`config.mk`:
```
export PLATFORM = sky130hd
export DESIGN_NAME = exc_arbiter
export DESIGN_NICKNAME = d
export VERILOG_FILES = /design/src/rtl/exc_arbiter.sv
export SDC_FILE = /design/constraint.sdc
export NUM_CORES = 1
export LEC_CHECK = 0
export BUFFER_PORTS_ARGS = -buffer_cell sky130_fd_sc_hd__buf_2
export CORE_ASPECT_RATIO = 1.2
export CORE_MARGIN = 5
export CORE_UTILIZATION = 55
export DETAILED_ROUTE_END_ITERATION = 8
export PLACE_DENSITY = 0.9
export REMOVE_ABC_BUFFERS = 1
export SLEW_MARGIN = 15
export SYNTH_ARGS = -nofsm -noshare
export SYNTH_HDL_FRONTEND = slang
export SYNTH_SLANG_ARGS = --single-unit
```
`constraint.sdc`:
```
create_clock -name clk -period 2.25 [get_ports clk]
set_input_delay 0.3375 -clock clk [delete_from_list [all_inputs] [get_ports clk]]
set_output_delay 0.3375 -clock clk [all_outputs]
set_load 0.05 [all_outputs]
```
`src/rtl/exc_arbiter.sv`:
```
// Exception/interrupt arbiter in front of CP0: picks the winning event, handshakes
// with CP0, pulses a pipeline flush and tracks nested service levels on a small stack.
module exc_arbiter #(
  parameter int ACK_TIMEOUT = 15,
  parameter int STACK_DEPTH = 4
) (
  input  logic        clk,
  input  logic        rst,
  input  logic [2:0]  irq_in,
  input  logic [2:0]  irq_mask,
  input  logic [2:0]  exc_cause,
  input  logic [31:0] exc_pc,
  input  logic        stall,
  input  logic        eret,
  input  logic        cp_ack,
  output logic        cp_req,
  output logic [2:0]  cp_cause,
  output logic [1:0]  cp_irq,
  output logic [31:0] cp_ret_addr,
  output logic        flush,
  output logic [1:0]  level,
  output logic        busy,
  output logic [1:0]  err
);

  localparam logic [1:0] S_IDLE  = 2'd0;
  localparam logic [1:0] S_REQ   = 2'd1;
  localparam logic [1:0] S_FLUSH = 2'd2;
  localparam logic [1:0] S_SERV  = 2'd3;

  localparam int TW = $clog2(ACK_TIMEOUT + 1);
  localparam int SW = $clog2(STACK_DEPTH + 1);

  logic [1:0]    state;
  logic [1:0]    ret_state;
  logic [2:0]    irq_prev;
  logic [2:0]    pending;
  logic          exc_pend;
  logic [2:0]    exc_hcause;
  logic [31:0]   exc_hpc;
  logic [TW-1:0] tcnt;
  logic [1:0]    stack [STACK_DEPTH];
  logic [SW-1:0] sp;
  logic          req_exc;

  logic [2:0]  edges;
  logic [2:0]  avail;
  logic        exc_live;
  logic        exc_any;
  logic [2:0]  sel_cause;
  logic [31:0] sel_pc;
  logic        ev_valid;
  logic        ev_exc;
  logic [1:0]  ev_irq;
  logic        can_issue;
  logic        ack_take;
  logic        timeout;
  logic        pop;
  logic [2:0]  clr_mask;

  assign edges     = irq_in & ~irq_prev;
  assign avail     = (pending | edges) & irq_mask;
  assign exc_live  = |exc_cause;
  assign exc_any   = exc_pend | exc_live;
  // An exception held from REQ/FLUSH is older than a live one, so it goes first.
  assign sel_cause = exc_pend ? exc_hcause : exc_cause;
  assign sel_pc    = exc_pend ? exc_hpc : exc_pc;

  always_comb begin
    ev_valid = 1'b0;
    ev_exc   = 1'b0;
    ev_irq   = 2'd0;
    if (exc_any) begin
      ev_valid = 1'b1;
      ev_exc   = 1'b1;
      ev_irq   = 2'd3;
    end else if (avail[2] && level < 2'd3) begin
      ev_valid = 1'b1;
      ev_irq   = 2'd3;
    end else if (avail[1] && level < 2'd2) begin
      ev_valid = 1'b1;
      ev_irq   = 2'd2;
    end else if (avail[0] && level == 2'd0) begin
      ev_valid = 1'b1;
      ev_irq   = 2'd1;
    end
  end

  assign pop       = (state == S_SERV) && eret;
  assign can_issue = ev_valid && !stall &&
                     ((state == S_IDLE) || (state == S_SERV && !eret));
  assign ack_take  = (state == S_REQ) && cp_ack;
  assign timeout   = (state == S_REQ) && !cp_ack &&
                     (tcnt == TW'(ACK_TIMEOUT - 1));

  always_comb begin
    clr_mask = 3'b000;
    if (ack_take && !req_exc && cp_irq != 2'd0)
      clr_mask[cp_irq - 2'd1] = 1'b1;
  end

  assign cp_req = (state == S_REQ);
  assign flush  = (state == S_FLUSH);
  assign busy   = (state != S_IDLE);

  always_ff @(posedge clk) begin
    if (rst) begin
      state       <= S_IDLE;
      ret_state   <= S_IDLE;
      irq_prev    <= 3'b000;
      pending     <= 3'b000;
      exc_pend    <= 1'b0;
      exc_hcause  <= 3'd0;
      exc_hpc     <= 32'd0;
      tcnt        <= '0;
      sp          <= '0;
      req_exc     <= 1'b0;
      level       <= 2'd0;
      err         <= 2'b00;
      cp_cause    <= 3'd0;
      cp_irq      <= 2'd0;
      cp_ret_addr <= 32'd0;
      for (int i = 0; i < STACK_DEPTH; i++)
        stack[i] <= 2'd0;
    end else begin
      irq_prev <= irq_in;
      pending  <= (pending | edges) & ~clr_mask;

      if (ack_take && req_exc)
        exc_pend <= 1'b0;
      if (exc_live && (!exc_pend || (ack_take && req_exc))) begin
        exc_pend   <= 1'b1;
        exc_hcause <= exc_cause;
        exc_hpc    <= exc_pc;
      end

      case (state)
        S_IDLE, S_SERV: begin
          if (pop) begin
            level <= stack[0];
            for (int i = 0; i < STACK_DEPTH - 1; i++)
              stack[i] <= stack[i + 1];
            stack[STACK_DEPTH - 1] <= 2'd0;
            if (sp != '0)
              sp <= sp - SW'(1);
            if (sp <= SW'(1)) begin
              state <= S_IDLE;
              level <= 2'd0;
            end
          end else if (can_issue) begin
            state       <= S_REQ;
            ret_state   <= state;
            tcnt        <= '0;
            req_exc     <= ev_exc;
            cp_irq      <= ev_irq;
            cp_cause    <= ev_exc ? sel_cause : 3'd0;
            cp_ret_addr <= ev_exc ? sel_pc : exc_pc;
          end
        end
        S_REQ: begin
          if (cp_ack) begin
            state    <= S_FLUSH;
            level    <= cp_irq;
            stack[0] <= level;
            for (int i = 1; i < STACK_DEPTH; i++)
              stack[i] <= stack[i - 1];
            if (sp == SW'(STACK_DEPTH))
              err[1] <= 1'b1;
            else
              sp <= sp + SW'(1);
          end else if (timeout) begin
            state  <= ret_state;
            err[0] <= 1'b1;
          end else begin
            tcnt <= tcnt + TW'(1);
          end
        end
        default: state <= S_SERV;
      endcase
    end
  end

endmodule

```
-- Word level (Yosys, flattened, before mapping)
Memories as Yosys holds them, arrays and structs flattened.
Cells that the tools add are included.
- bits in registers: 95
- memory bits (writable): 8
- bits of input ports: 46
- output and inout bits: 44
- word-level logic and storage cells: 153
- memories kept: 1
- $add $sub $neg: 4
- $lt $le $gt $ge: 5
- equality and inequality tests: 16
- muxes and demuxes: 56
- bitwise logic cells: 17
- reductions and logical operators: 38
- memories (memory ; depth ; width ; rd ports ; clocked after memory_dff ; write ports ; line ; RTL):
    stack ; 4 ; 2 ; 4 ; 0 ; 4 ; 42 ; logic [1:0] stack [STACK_DEPTH];
- operators with widths (kind ; count):
    $mux W32 ; 2
    $mux W2 ; 19
    $mux W3 ; 7
    $mux W1 ; 19
    $mux W4 ; 4
    $ne A2 B2 Y1 const B ; 8
    $logic_and A1 B1 Y1 ; 15
    $reduce_and A3 Y1 ; 5
    $reduce_and A5 Y1 ; 2
    $and A3 B3 Y3 ; 3
    $or A1 B1 Y1 ; 9
    $pmux W2 S2 ; 2
    $pmux W4 S2 ; 1
    $reduce_bool A2 Y1 ; 4
    $ne A3 B3 Y1 const B ; 2
    $not A3 Y3 ; 2
    $pmux W3 S2 ; 1
    $logic_not A1 Y1 ; 5
    $add A4 B1 Y4 const B ; 1
    $eq A2 B2 Y1 const B ; 2
    $eq A4 B4 Y1 const B ; 1
    $logic_not A2 Y1 ; 2
    $lt A2 B2 Y1 const B ; 2
    $add A3 B1 Y3 const B ; 1
    other kinds (15) ; 17

-- Logic depth before layout (Yosys ltp)
Gate-level depths: netlist of run 1.
- depth in word-level cells: 14
- gate-level depth with buffers: 9
- gate-level depth less buffers: 7

-- Least setup slack after synthesis of run 1
Ideal clock, no wire load.
- path type: flip-flop to flip-flop
- from: reg state[1]
- to: mem stack[1][0] (enable)
- library setup time: 0.296 ns
- arrival: 1.879 ns
- setup slack: 0.075 ns
- cell stages (with the launch flop): 7
- path buffers: 2
- clock period less this slack: 2.175 ns
- path through: dfxtp_1 > inv_1 > ha_1 > buf_1 > and2_1 > clkbuf_1 > or3_1
- RTL lines (item ; line ; RTL):
    start, declared ; 34 ; logic [1:0] state;
    start signal, assigned ; 172 ; state <= ret_state;
    end, declared ; 42 ;

-- Worst setup path after layout of run 1
- from: reg state[1]
- to: reg exc_hpc[24]
- longest elaborated chain between the ends: 5
- ends and longest elaborated chain (item ; line ; RTL):
    $eq A2 B1 Y1 ; 92 ; assign ack_take = (state == S_REQ) && cp_ack;
    $logic_and A1 B1 Y1 ; 92 ;
    $logic_and A1 B1 Y1 ; 131 ; if (exc_live && (!exc_pend || (ack_take && req_exc))) begin
    $logic_or A1 B1 Y1 ; 131 ;
    $logic_and A1 B1 Y1 ; 131 ;
    end signal, assigned ; 134 ; exc_hpc <= exc_pc;
    end, declared ; 40 ; logic [31:0] exc_hpc;
No other way between the ends.
A chain may end at the register's enable or synchronous reset.

==> qor.txt, run 1 <==
Mapped Avg Cell Area -> 9.32 µm²
postcts setup bufs -> 0
worst vdd ir -> 776 µV
PortBufs -> 89
I/O pins -> 90
setup-violating endpoint count in the final report -> 0
Final ANT Viol Nets -> 0
WP data arrival -> 2390 ps
HP Class -> input port to flop
r2r setup slk -> 150 ps
status -> finished clean
R2R depth -> 9
hold_sp -> irq_in[2]
register area -> 0.00214 mm²
ys async rst share -> 0%
CP startpoint kind -> flop
area of the multi-input gates -> 0.00237 mm²
Final Hold Fails -> 0
nature of the critical path endpoint -> flop
commonest non-fill, non-tap cells in the layout -> 94 x dfxtp_1, 88 x buf_2, 80 x nand2_1
Ys Warns -> 0
slowest stage delay, CP -> 420 ps
Slew headroom -> 53.0%
RR Endpoint -> exc_hpc[24]
ranking of synthesized cells by area -> dfxtp_1 40%, mux2i_1 8.5%, a21oi_1 7.4%, nand2_1 6.4%, a211oi_2 5.3%
first-iteration detailed-routing DRC count -> 235
Compound-Gate Fraction of Synth Area -> 23.6%
leading cell type in the layout, fill and taps excluded -> dfxtp_1
core box area -> 0.00847 mm²
initial core utilization -> 55.8%
Max Cap Viol -> 0
Worst-Skew Late Latency -> 370 ps
most frequent CP cell -> nand2_1
fin crit share -> 93.4%
Clock Root Buffer -> clkbuf_8
total grt overflow -> 0
Post-Route WL -> 11400 µm
routed vias/inst -> 5.71
deepest clock path buffer count -> 2
crit-path max FO -> 35
GPL Wtd Cong -> 0.890
Yosys top cell area share -> 40.3%
CP Data Required Time -> 2540 ps
Final nets -> 639
#FFs+latches synth -> 103
CP Class -> flop to flop
via count -> 4030
Tightest Pin Transition -> 703 ps
die area -> 0.0105 mm²
WL/cell -> 16.1 µm
fmax -> 0.476 GHz
vias in the first global route -> 4104
Worst Hold Depth -> 2
Worst setup startpoint -> state[1]
Hold Slack -> 191 ps
Mapped Cells -> 507
Final Max Tran Viols -> 0
Die Wd -> 94.6 µm
crit path cell chain -> inv_1, ha_1, buf_4, nand3_1, nand2_1, nand2b_1, buf_8, nand2_1, a21oi_1
ys flop type -> dfxtp_1
area leader, netlist -> dfxtp_1
Synth Area in Adders -> 2.38%
Cell Rows -> 37
utilization after layout -> 64.9%
1st-pass router iterations -> 4
main combinational cell family by area after synthesis -> compound AO/OA/AOI/OAI gates
largest net degree at the start of global routing -> 76
CTS Buf Count -> 9
layout cell share with drive strength beyond 1 -> 29.0%
minimum clock period -> 2100 ps
part of the Yosys area used for sequential elements -> 45.4%
synthesized area -> 0.00472 mm²
CTS tree -> done
WHS Endpoint -> irq_prev[2]
H-tree Lvls -> 3
Power Dens Cells -> 1410 mW/mm²
placed cells -> 689
GR Util All Layers -> 22.2%
chip height -> 112 µm
reg2reg start -> state[1]
xor/xnor share of the synthesized area -> 0.927%
slowest CP cell -> dfxtp_1
first-pass GRT wire length -> 18900 µm
Post-Layout Cell Count -> 706
Area Growth Syn to Fin -> 16.5%
FILL cells -> 663
post-synthesis cell type count -> 43
fraction of the mapped netlist area in simple logic gates -> 13.3%
dpl hpwl -> 7650 µm
initial antenna violation count -> 0
# hold bufs at CTS -> 0
# DRC -> 0
clk slew on worst S/H paths -> 100 ps
number of diodes -> 0
Worst Skew -> 11.9 ps
Clock Sinks -> 103
LEAKAGE -> 2.30 nW
setup TNS -> 0 ps
multiplexer share of the synthesized area -> 9.19%
number of flops mapped to enable cells by yosys -> 8
-- critical path, delay by kind of cell, from the launching register on --
family / cells / cell delay [ps]
AOI/OAI and AO/OA: 1 / 180
DFF: 1 / 420
adders and majority gates: 1 / 320
buffers and inverters: 3 / 560
and+or+nand+nor: 4 / 540
-- how the worst max path moves through the flow --
| stage | endpoint | slack, ps |
|---|---|---|
| floorplan | cp_irq[1] | -1690 |
| global placement | cp_irq[1] | 50 |
| detailed placement | cp_ret_addr[14] | -80 |
| CTS | exc_hpc[24] | 40 |
| global route | exc_hpc[10] | -10 |
| finish | exc_hpc[24] | 150 |
-- area by class of cell --
type / instances / share of cell area (%)
Tap cell: 117 / 2.66
Inverter: 11 / 0.751
Clock inverter: 7 / 1.41
Timing Repair Buffer: 105 / 10.9
Clock buffer: 9 / 2.25
Multi-Input combinational cell: 354 / 43.1
Sequential cell: 103 / 39.0
-- flip-flops by register name, indices dropped and copies added (netlist names) --
register and count:
irq_prev 3, cp_ret_addr 32, state 2, level 2
tcnt 4, ret_state 2, cp_cause 3, pending 3
sp 3, cp_irq 2, exc_hpc 32, req_exc 1
err 2, stack 8, exc_hcause 3, exc_pend 1
-- synth_stat cells, types with 3 or more instances --
cell      instances
a211oi_2         20
nor2b_1           8
a21oi_1          70
or3_1             5
nand2_1          80
a22oi_1           4
dfxtp_1          95
a31oi_1           4
buf_1             4
o21ai_0           8
nand2b_1          4
mux2i_1          40
clkbuf_1         25
a211oi_1         22
nand3_1          12
xor2_1            3
buf_6             6
edfxtp_1          8
nor2_1           20
ha_1              9
buf_2             3
a21oi_2          16
and3_1            4
inv_1            11
-- cell families after synthesis --
family | count (synthesis)
buffers and inverters | 51
adders and majority gates | 9
and+or+nand+nor | 141
xor gates and xnor gates | 5
AOI/OAI and AO/OA | 155
DFF | 103
muxes | 43
-- power breakdown --
part           switching, mW  internal, mW
combinational           2.75          1.29
clock                  0.658         0.529
sequential             0.281          2.25
total                   3.69          4.08
-- timing repair --
| action | 4_1_cts | 5_1_grt |
|---|---|---|
| setup endpoints to repair | 38 | 25 |
| gates resized for setup | 1 | 2 |
| cloned | 1 | 0 |
-- metrics by stage --
step | setup WS (ps) | instance area (µm²) | total power [mW]
2_1_floorplan | -1690 | 4520 | 5.30
3_3_place_gp | 49.9 | 5280 | 6.43
3_5_place_dp | -79.5 | 5280 | 6.56
4_1_cts | 40.1 | 5490 | 7.79
5_1_grt | -10.5 | 5500 | 8.22
6_report | 149 | 5500 | 7.76
-- routing by layer --
metal  vias up  global-route usage [%]  share of wire, %
met5         -                       0                 0
met4         0                    8.37               1.9
met3        23                    6.22               8.2
met2       150                    37.9                50
met1      1919                    26.2                39
li1       1938                       -                 -
Note: power is estimated with default switching activity, not from simulation.
==> inputs of run 2 (changes only) <==
--- a/config.mk
+++ b/config.mk
@@ -10,7 +10,7 @@
 export CORE_MARGIN = 5
 export CORE_UTILIZATION = 55
 export DETAILED_ROUTE_END_ITERATION = 8
-export PLACE_DENSITY = 0.9
+export PLACE_DENSITY = 0.82
 export REMOVE_ABC_BUFFERS = 1
 export SLEW_MARGIN = 15
 export SYNTH_ARGS = -nofsm -noshare
==> qor.txt, run 2 (synthesized netlist as in run 1, its figures left out) <==
Tightest Pin Transition -> 474 ps (-229 ps)
Post-Route WL -> 11000 µm (-3.0%)
WP data arrival -> 2390 ps (about the same)
routed vias/inst -> 5.63 (-1.4%)
1st-pass router iterations -> 4 (unchanged)
first-iteration detailed-routing DRC count -> 213 (-9.4%)
first-pass GRT wire length -> 18400 µm (-2.7%)
CP delay by family, top -> simple AND/OR/NAND/NOR gates
fmax -> 0.482 GHz (+1.2%)
Clock Root Buffer -> clkbuf_8
design area -> 0.00548 mm² (-0.32%)
worst vdd ir -> 761 µV (-1.9%)
status -> finished clean
GR Util All Layers -> 21.5% (-0.70 points)
Final nets -> 638 (-0.16%)
Worst Path Buf+Inv -> 3 (unchanged)
die area -> 0.0105 mm² (unchanged)
crit-path max FO -> 9 (-74%)
CTS Buf Count -> 9 (unchanged)
GPL Wtd Cong -> 0.827 (-7.0%)
I/O pins -> 90 (unchanged)
Clock Sinks -> 103 (unchanged)
CP Class -> flop to flop
dpl hpwl -> 7620 µm (-0.44%)
HP Class -> input port to flop
layout cell share with drive strength beyond 1 -> 28.9% (-0.12 points)
routed length on met3 -> 797 µm (-15%)
Power Dens Cells -> 1390 mW/mm² (-1.2%)
Worst Skew -> 17.0 ps (+5.19 ps)
deepest clock path buffer count -> 2 (unchanged)
WL met1 -> 4610 µm (+2.8%)
CP startpoint kind -> flop
clk slew on worst S/H paths -> 100 ps (about the same)
Hold Slack -> 182 ps (-8.81 ps)
minimum clock period -> 2080 ps (-25.1 ps)
most frequent CP cell -> inv_1
slowest CP cell -> or3_1
initial antenna violation count -> 0 (unchanged)
commonest non-fill, non-tap cells in the layout -> 94 x dfxtp_1, 88 x buf_2, 80 x nand2_1
postcts setup bufs -> 0 (unchanged)
Area Growth Syn to Fin -> 16.1%
core box area -> 0.00847 mm² (unchanged)
Final Hold Fails -> 0 (unchanged)
crit path cell chain -> inv_1, ha_1, buf_4, inv_1, or3_1, o211ai_4, mux2i_1
initial core utilization -> 55.8% (unchanged)
WL/cell -> 15.6 µm (-2.9%)
FILL cells -> 726 (+9.5%)
# DRC -> 0 (unchanged)
CP Data Required Time -> 2560 ps (+20 ps)
largest net degree at the start of global routing -> 44 (-42%)
slowest stage delay, CP -> 460 ps (+40 ps)
Final ANT Viol Nets -> 0 (unchanged)
RSZ-0062 raised after global routing -> no
CTS tree -> done
PortBufs -> 89 (unchanged)
Die Wd -> 94.6 µm (unchanged)
fin crit share -> 92.3% (-1.1 points)
setup-violating endpoint count in the final report -> 0 (unchanged)
LEAKAGE -> 2.30 nW (-0.35%)
DP Area -> 0.00529 mm² (+0.24%)
vias in the first global route -> 3907 (-4.8%)
via count -> 3967 (-1.6%)
Max Cap Viol -> 0 (unchanged)
H-tree Lvls -> 3 (unchanged)
total grt overflow -> 0 (unchanged)
chip height -> 112 µm (unchanged)
leading cell type in the layout, fill and taps excluded -> dfxtp_1
Slew headroom -> 68.1% (+15 points)
number of diodes -> 0 (unchanged)
Worst-Skew Late Latency -> 380 ps (about the same)
WL met2 -> 5390 µm (-5.8%)
biggest regs -> cp_ret_addr (32), exc_hpc (32), stack (8)
Cell Rows -> 37 (unchanged)
nature of the critical path endpoint -> flop
Final Max Tran Viols -> 0 (unchanged)
Top Layer Used -> met4
[run 2: cell count changes in the layout (fill, tap and decap cells not counted), sizes merged]
| cell | previous run | this run |
|---|---|---|
| bufinv | 1 | 0 |
| inv | 14 | 15 |
| nor2 | 21 | 20 |
[run 2: final cells by class]
cell class | instances | area [µm²] | share of cell area [%]
timing repair buffer | 105 | 609 | 11.1
clock inverter | 7 | 62.6 | 1.14
sequential | 103 | 2140 | 39.1
multi-input combinational | 353 | 2360 | 43.0
tap | 117 | 146 | 2.67
inverter | 11 | 41.3 | 0.753
clock buffer | 9 | 124 | 2.26
[run 2: stage by stage]
| step | utilization, % | worst slack, ps | setup TNS [ps] | power, mW | cells |
|---|---|---|---|---|---|
| floorplan | - | -1690 | -91850 | 5.30 | 467 |
| global placement | 62.5 | 234 | 0 | 6.45 | 689 |
| detailed placement | 62.5 | 129 | 0 | 6.56 | 689 |
| CTS | 64.7 | 129 | 0 | 7.69 | 705 |
| global route | 64.7 | 2.64 | 0 | 8.10 | 705 |
| finish | 64.7 | 174 | 0 | 7.65 | 705 |
[run 2: path summary, 6_finish.rpt]
path,startpoint,end,slack (ps),depth (start not counted)
max reg2reg,state[1],tcnt[1],170,7
max,state[1],tcnt[1],170,7
min reg2reg,err[0],err[0],450,2
min,irq_in[1],irq_prev[1],180,2
[run 2: worst register-to-register path, delay by kind of cell, from the launching register on]
| kind | cells | cell delay (ps) |
|---|---|---|
| AND/OR/NAND/NOR | 1 | 460 |
| AO/OA/AOI/OAI | 1 | 160 |
| buffers and inverters | 3 | 420 |
| flip-flops | 1 | 370 |
| multiplexers | 1 | 220 |
| adder cells (fa/ha/maj) | 1 | 380 |
[run 2: power by group]
| part | internal, mW | leakage, nW | total, mW | switching (mW) |
|---|---|---|---|---|
| clock network | 0.428 | 0.0980 | 1.13 | 0.699 |
| registers | 2.25 | 0.866 | 2.53 | 0.280 |
| logic | 1.30 | 1.33 | 3.99 | 2.68 |
[run 2: timing repair]
action / 4_1_cts / 5_1_grt
hold buffers: 0 / 0
gates resized for setup: 0 / 1
endpoints found under the setup margin: 0 / 13
[run 2: per-layer routing]
metal / up-vias / GRT usage (%)
li1: 1938 / -
met1: 1887 / 26.6
met2: 123 / 35.0
met3: 19 / 6.96
met4: 0 / 7.22
met5: - / 0
